<file path="config.mk">
export PLATFORM = sky130hd
export DESIGN_NAME = multicycle_control_unit
export DESIGN_NICKNAME = d
export VERILOG_FILES = /design/src/rtl/multicycle_control_unit.sv
export SDC_FILE = /design/constraint.sdc
export NUM_CORES = 1
export LEC_CHECK = 0
export CORE_MARGIN = 10
export CORE_UTILIZATION = 48
export CTS_BUF_LIST = sky130_fd_sc_hd__clkbuf_4 sky130_fd_sc_hd__clkbuf_8
export CTS_CLUSTER_DIAMETER = 30
export DETAILED_ROUTE_END_ITERATION = 7
export PLACE_DENSITY = 0.87
export SLEW_MARGIN = 5
export SYNTH_ARGS = -nofsm -noshare
export SYNTH_HDL_FRONTEND = slang
export SYNTH_SLANG_ARGS = --single-unit
</file>
<file path="constraint.sdc">
create_clock -name clk -period 4.4 [get_ports clk]
set_clock_uncertainty 0.2 [all_clocks]
set_input_delay 0.66 -clock clk [delete_from_list [all_inputs] [get_ports clk]]
set_output_delay 0.66 -clock clk [all_outputs]
set_load 0.01 [all_outputs]
</file>
<file path="src/rtl/multicycle_control_unit.sv">
// Multi-cycle MIPS control FSM: FETCH/DECODE/EXEC/MEM/WB sequencing with memory timeout.
// Optional build macro CTRL_BYTE_OPS_EN enables lb/sb decode and the byteOperations lane select.
module multicycle_control_unit #(
   parameter int OPCODE_W    = 6,
   parameter int ALUOP_W     = 3,
   parameter int MEM_TIMEOUT = 15
) (
   input  logic                clk,
   input  logic                reset,
   input  logic [OPCODE_W-1:0] opcode,
   input  logic                memReady,
   output logic                pcWrite,
   output logic                pcWriteCond,
   output logic                branchNe,
   output logic [1:0]          pcSource,
   output logic                iord,
   output logic                memRead,
   output logic                memWrite,
   output logic                irWrite,
   output logic                regWrite,
   output logic                regDst,
   output logic                memToReg,
   output logic                move,
   output logic                ALUsrcA,
   output logic [1:0]          ALUsrcB,
   output logic [ALUOP_W-1:0]  ALUop,
   output logic                byteOperations,
   output logic                illegalOp,
   output logic                memFault
);

   typedef enum logic [2:0] {
      S_FETCH  = 3'd0,
      S_DECODE = 3'd1,
      S_EXEC   = 3'd2,
      S_MEM    = 3'd3,
      S_WB     = 3'd4
   } state_t;

   typedef enum logic [2:0] {
      C_ILLEGAL = 3'd0,
      C_RTYPE   = 3'd1,
      C_IMM     = 3'd2,
      C_LOAD    = 3'd3,
      C_STORE   = 3'd4,
      C_MOVE    = 3'd5,
      C_BRANCH  = 3'd6,
      C_JUMP    = 3'd7
   } op_class_t;

   typedef struct packed {
      logic               pc_write;
      logic               pc_write_cond;
      logic               branch_ne;
      logic [1:0]         pc_source;
      logic               iord;
      logic               mem_read;
      logic               mem_write;
      logic               ir_write;
      logic               reg_write;
      logic               reg_dst;
      logic               mem_to_reg;
      logic               move;
      logic               alu_src_a;
      logic [1:0]         alu_src_b;
      logic [ALUOP_W-1:0] alu_op;
      logic               byte_ops;
      logic               illegal_op;
      logic               mem_fault;
   } ctl_t;

`ifdef CTRL_BYTE_OPS_EN
   localparam bit BYTE_EN = 1'b1;
`else
   localparam bit BYTE_EN = 1'b0;
`endif

   localparam logic [OPCODE_W-1:0] OP_RTYPE = OPCODE_W'(6'b000000);
   localparam logic [OPCODE_W-1:0] OP_ADDI  = OPCODE_W'(6'b000010);
   localparam logic [OPCODE_W-1:0] OP_SUBI  = OPCODE_W'(6'b000011);
   localparam logic [OPCODE_W-1:0] OP_ANDI  = OPCODE_W'(6'b000100);
   localparam logic [OPCODE_W-1:0] OP_ORI   = OPCODE_W'(6'b000101);
   localparam logic [OPCODE_W-1:0] OP_SLTI  = OPCODE_W'(6'b000110);
   localparam logic [OPCODE_W-1:0] OP_LW    = OPCODE_W'(6'b001000);
   localparam logic [OPCODE_W-1:0] OP_LB    = OPCODE_W'(6'b001001);
   localparam logic [OPCODE_W-1:0] OP_SW    = OPCODE_W'(6'b010000);
   localparam logic [OPCODE_W-1:0] OP_SB    = OPCODE_W'(6'b010001);
   localparam logic [OPCODE_W-1:0] OP_MOVE  = OPCODE_W'(6'b100000);
   localparam logic [OPCODE_W-1:0] OP_BEQ   = OPCODE_W'(6'b100010);
   localparam logic [OPCODE_W-1:0] OP_BNE   = OPCODE_W'(6'b100011);
   localparam logic [OPCODE_W-1:0] OP_J     = OPCODE_W'(6'b111000);

   localparam bit                 TO_EN    = (MEM_TIMEOUT > 0);
   localparam int                 CNT_W    = (MEM_TIMEOUT > 1) ? $clog2(MEM_TIMEOUT) : 1;
   localparam logic [CNT_W-1:0]   CNT_LAST = (MEM_TIMEOUT > 0) ? CNT_W'(MEM_TIMEOUT - 1) : '0;
   localparam logic [CNT_W-1:0]   CNT_ONE  = CNT_W'(1);

   state_t             state_r;
   logic [CNT_W-1:0]   wait_cnt_r;
   op_class_t          op_class_s;
   logic [ALUOP_W-1:0] imm_aluop_s;
   logic               is_byte_s;
   logic               wait_state_s;
   logic               fault_s;
   ctl_t               ctl_s;

   // Opcode classification; byte forms collapse to illegal when the feature is off.
   always_comb begin
      op_class_s  = C_ILLEGAL;
      imm_aluop_s = ALUOP_W'(3'b000);
      is_byte_s   = 1'b0;
      case (opcode)
         OP_RTYPE: op_class_s = C_RTYPE;
         OP_ADDI:  begin op_class_s = C_IMM; imm_aluop_s = ALUOP_W'(3'b000); end
         OP_SUBI:  begin op_class_s = C_IMM; imm_aluop_s = ALUOP_W'(3'b001); end
         OP_ANDI:  begin op_class_s = C_IMM; imm_aluop_s = ALUOP_W'(3'b010); end
         OP_ORI:   begin op_class_s = C_IMM; imm_aluop_s = ALUOP_W'(3'b011); end
         OP_SLTI:  begin op_class_s = C_IMM; imm_aluop_s = ALUOP_W'(3'b100); end
         OP_LW:    op_class_s = C_LOAD;
         OP_LB:    begin op_class_s = BYTE_EN ? C_LOAD : C_ILLEGAL; is_byte_s = BYTE_EN; end
         OP_SW:    op_class_s = C_STORE;
         OP_SB:    begin op_class_s = BYTE_EN ? C_STORE : C_ILLEGAL; is_byte_s = BYTE_EN; end
         OP_MOVE:  op_class_s = C_MOVE;
         OP_BEQ:   op_class_s = C_BRANCH;
         OP_BNE:   op_class_s = C_BRANCH;
         OP_J:     op_class_s = C_JUMP;
         default:  op_class_s = C_ILLEGAL;
      endcase
   end

   // memReady in the timeout cycle wins over the fault.
   assign wait_state_s = (state_r == S_FETCH) || (state_r == S_MEM);
   assign fault_s      = TO_EN && wait_state_s && !memReady && (wait_cnt_r == CNT_LAST);

   // State sequencing and the consecutive-wait counter.
   always_ff @(posedge clk) begin
      if (reset) begin
         state_r    <= S_FETCH;
         wait_cnt_r <= '0;
      end else begin
         wait_cnt_r <= (TO_EN && wait_state_s && !memReady && !fault_s) ? wait_cnt_r + CNT_ONE : '0;
         case (state_r)
            S_FETCH: begin
               if (!fault_s && memReady) state_r <= S_DECODE;
               else                      state_r <= S_FETCH;
            end
            S_DECODE: begin
               if (op_class_s != C_ILLEGAL) state_r <= S_EXEC;
               else                         state_r <= S_FETCH;
            end
            S_EXEC: begin
               case (op_class_s)
                  C_LOAD, C_STORE:        state_r <= S_MEM;
                  C_RTYPE, C_IMM, C_MOVE: state_r <= S_WB;
                  default:                state_r <= S_FETCH;
               endcase
            end
            S_MEM: begin
               if (fault_s)                                               state_r <= S_FETCH;
               else if (memReady && op_class_s == C_LOAD)                  state_r <= S_WB;
               else if (!memReady && (op_class_s == C_LOAD || op_class_s == C_STORE)) state_r <= S_MEM;
               else                                                        state_r <= S_FETCH;
            end
            S_WB:    state_r <= S_FETCH;
            default: state_r <= S_FETCH;
         endcase
      end
   end

   // Moore control decode; FETCH strobes and the MEM write are qualified by this cycle's memReady.
   always_comb begin
      ctl_s = '0;
      case (state_r)
         S_FETCH: begin
            ctl_s.mem_read  = 1'b1;
            ctl_s.alu_src_b = 2'b01;
            ctl_s.ir_write  = memReady;
            ctl_s.pc_write  = memReady;
            ctl_s.mem_fault = fault_s;
         end
         S_DECODE: begin
            ctl_s.alu_src_b  = 2'b11;
            ctl_s.illegal_op = (op_class_s == C_ILLEGAL);
         end
         S_EXEC: begin
            ctl_s.byte_ops = is_byte_s;
            case (op_class_s)
               C_RTYPE: begin
                  ctl_s.alu_src_a = 1'b1;
                  ctl_s.alu_op    = ALUOP_W'(3'b111);
               end
               C_IMM: begin
                  ctl_s.alu_src_b = 2'b10;
                  ctl_s.alu_op    = imm_aluop_s;
               end
               C_LOAD, C_STORE: ctl_s.alu_src_b = 2'b10;
               C_MOVE: begin
                  ctl_s.alu_src_a = 1'b1;
                  ctl_s.alu_src_b = 2'b10;
                  ctl_s.move      = 1'b1;
               end
               C_BRANCH: begin
                  ctl_s.alu_src_a     = 1'b1;
                  ctl_s.alu_op        = ALUOP_W'(3'b001);
                  ctl_s.pc_write_cond = 1'b1;
                  ctl_s.pc_source     = 2'b01;
                  ctl_s.branch_ne     = (opcode == OP_BNE);
               end
               C_JUMP: begin
                  ctl_s.pc_write  = 1'b1;
                  ctl_s.pc_source = 2'b10;
               end
               default: ctl_s.alu_op = ALUOP_W'(3'b000);
            endcase
         end
         S_MEM: begin
            ctl_s.iord      = 1'b1;
            ctl_s.byte_ops  = is_byte_s;
            ctl_s.mem_read  = (op_class_s == C_LOAD);
            ctl_s.mem_write = (op_class_s == C_STORE) && !fault_s;
            ctl_s.mem_fault = fault_s;
         end
         S_WB: begin
            ctl_s.reg_write  = 1'b1;
            ctl_s.byte_ops   = is_byte_s;
            ctl_s.reg_dst    = (op_class_s == C_RTYPE);
            ctl_s.mem_to_reg = (op_class_s == C_LOAD);
            ctl_s.move       = (op_class_s == C_MOVE);
         end
         default: ctl_s = '0;
      endcase
   end

   assign {pcWrite, pcWriteCond, branchNe, pcSource, iord, memRead, memWrite, irWrite,
           regWrite, regDst, memToReg, move, ALUsrcA, ALUsrcB, ALUop, byteOperations,
           illegalOp, memFault} = reset ? '0 : ctl_s;

endmodule
</file>
==> impl_metrics.json <==
{
  "run_status": "completed",
  "final_hold_violation_count": 0,
  "f_max_ghz": 0.2552,
  "worst_setup_hold_path_clk_slew_ns": 0.06,
  "drt_wl_total_um": 2301,
  "gr-total-overflow": 0,
  "first_global_vias": 879,
  "routedWlPerCell_um": 14.47,
  "ios": 31,
  "clk_root_buffer_cell": "clkbuf_4",
  "timing.final.crit_share_pct": 89.06,
  "cts_buffer_depth": 2,
  "routability_driven_placement_congestion_ratio": 0.9084,
  "critical_path_required_ns": 3.54,
  "critical_path_arrival_ns": 3.06,
  "synth_area_sq_um": 805.8,
  "dr_total_vias": 916,
  "cts_repair_resize_count": 0,
  "worst-setup-path-type": "primary input to output port",
  "cts_tree": "built",
  "die_w_um": 60.97,
  "clk-insertion-delay-late_ns": 0.26,
  "nNetsFinal": 155,
  "grt_pass1_wl_um": 3877,
  "place.port_buffers": 29,
  "dp.cells": 155,
  "synth_top_area_cell": "dfxtp_1",
  "grt_antenna_before_repair": 0,
  "netlist.area_leader.share_pct": 17.39,
  "critPathMaxFanout": 7,
  "holdCritPathClass": "register to register",
  "syn-mean-instance-area_sq_um": 6.659,
  "drc": 0,
  "crit_path_start": "reset",
  "cts-hold-fix-buffers": 0,
  "peak_supply_drop_v": 0.00008853,
  "post_route_cells_drive_above_1_share_pct": 5.594,
  "die_h_um": 60.97,
  "part_of_the_yosys_area_used_for_sequential_elements_pct": 17.39,
  "grt_start_max_net_pins": 19,
  "row_count": 14,
  "r2r_slack_ns": 2.46,
  "dieArea_sq_um": 3717,
  "leakagePower_nw": 0.3957,
  "number_of_violations_of_the_max_capacitance_limit": 0,
  "min-delay-start": "wait_cnt_r[0]",
  "post-route-min-period_ns": 3.919,
  "first_pass_iters": 5,
  "syn2layout_area_growth_pct": 35.56,
  "numCtsBuffers": 3,
  "n_fill_cell": 132,
  "synthDistinctLibCells": 41,
  "postSynthRegisterBits": 7,
  "cts_setup_buffers": 0,
  "antenna_cells": 0,
  "viasPerCell": 5.761,
  "worstReg2RegStart": "state_r[1]",
  "timing.critical_path.to_type": "output port",
  "post_synth_inst_count": 121,
  "synth-warning-count": 0,
  "antenna_violating_nets_post_route": 0,
  "slew_viol_final": 0,
  "unrepaired_setup_endpoints_after_global_routing": "no",
  "totalNegativeSetupSlack_ns": 0,
  "powerDensity_nw_per_um2": 166.5,
  "cts.sink_count": 7,
  "initial_utilization_pct": 52.27,
  "ys_top_cells_by_area": "dfxtp_1, nor2_1, nor3_1",
  "setup_viol": 0,
  "synth_fp_nets": 132,
  "grt.total_usage_pct": 13.10,
  "crit_path_start_kind": "primary input",
  "dpl.hpwl_um": 1819,
  "htree_levels": 1,
  "post_layout_instance_count_excluding_filler_cells": 159,
  "design.core.area_sq_um": 1541,
  "dr.first_iter.drc_count": 35
}
-- cells by family after synthesis --
kind of cell,synth area share (%)
AO/OA/AOI/OAI,18.63
XOR/XNOR,5.436
adder cells (fa/ha/maj),3.105
buffers and inverters,11.49
flip-flops,17.39
multiplexers,1.242
other,0.4654
AND/OR/NAND/NOR,42.24
-- metal layers --
| metal | track usage (%) | wire length [um] | up-vias |
|---|---|---|---|
| met5 | 0 | 0 | - |
| met3 | 5.846 | 289 | 0 |
| met4 | 6.270 | 0 | 0 |
| li1 | - | - | 473 |
| met1 | 14.94 | 991 | 403 |
| met2 | 20.38 | 1020 | 40 |
-- report_power, final --
part | total (W) | switching (W) | internal (W)
Combinational | 0.0000546 | 0.0000303 | 0.0000244
Clock | 0.0000595 | 0.0000262 | 0.0000333
Sequential | 0.0000677 | 0.00000266 | 0.0000651
Total | 0.000182 | 0.0000591 | 0.000123
-- flip-flops by register name, indices dropped and copies added, names as in the netlist --
| register | flops |
|---|---|
| wait_cnt_r | 4 |
| state_r | 3 |
-- metrics by stage --
step	hold slack, ns	setup WS (ns)	util [%]	cell area (sq um)	power (W)
after floorplan	0.2297	1.392	-	805.8	0.0001033
after global placement	0.2413	0.5296	69.07	1065	0.0001223
after detailed placement	0.2583	0.5045	69.07	1065	0.0001230
after CTS	0.2722	0.4719	70.86	1092	0.0001833
after global routing	0.3217	0.3725	70.86	1092	0.0001937
final	0.2623	0.4812	70.86	1092	0.0001818
-- worst paths after layout --
path / to / depth (start not counted)
hold reg to reg: wait_cnt_r[0] / 1
hold / removal: wait_cnt_r[0] / 1
setup reg to reg: state_r[2] / 4
setup / recovery: ALUsrcA / 6
-- synth_stat cells --
master,number
and3_1,1
conb_1,1
a21oi_1,5
nor4b_1,1
ha_1,2
nor3_1,10
inv_1,7
nor4_1,5
buf_2,1
buf_4,2
buf_6,1
nand2b_1,2
dfxtp_1,7
or3_1,3
a221oi_1,1
or3_4,1
nand3b_1,1
o22a_1,1
o21a_1,1
nand2_1,5
a211oi_1,1
o32ai_1,1
and2_1,1
buf_1,2
o311ai_0,1
o2111a_1,1
mux2i_1,1
o311a_1,2
nand3_1,6
o21ai_0,7
o31a_1,1
nand4_1,2
or4_1,2
nor2_1,19
xnor2_1,2
xor2_1,3
clkbuf_1,6
nor4_4,1
nor2b_1,2
or2_1,1
clkbuf_2,1
-- layout make-up --
cell class / instances / area [sq um] / area share [%]
clock inverters: 1 / 5.005 / 0.4582
clock buffers: 3 / 22.52 / 2.062
multi-input cells: 94 / 573.1 / 52.46
inverters: 7 / 26.28 / 2.405
flip-flops and latches: 7 / 140.1 / 12.83
well taps: 16 / 20.02 / 1.833
repair buffers: 31 / 305.3 / 27.95
-- worst max-delay path, cell delays in order --
cell and delay, ns:
clkdlybuf4s50_1 0.45, or2_1 0.30, or3_4 0.36, or3_1 0.45, nor3_1 0.25, clkdlybuf4s50_1 0.58
-- layout by cell type, fill, tap and decap left out, drive strengths merged, types with 2 or more instances in the layout --
cell | Yosys | routed
dfxtp | 7 | 7
nor2 | 19 | 19
ha | 2 | 2
clkdlybuf4s50 | 0 | 29
xor2 | 3 | 3
nor2b | 2 | 2
or4 | 2 | 2
nor4 | 6 | 6
clkbuf | 7 | 3
nand3 | 6 | 6
buf | 6 | 2
xnor2 | 2 | 2
or3 | 4 | 4
a21oi | 5 | 5
nand4 | 2 | 2
nand2 | 5 | 5
inv | 7 | 7
o21ai | 7 | 7
nand2b | 2 | 2
nor3 | 10 | 10
o311a | 2 | 2
Note: power is estimated with default switching activity, not from simulation.
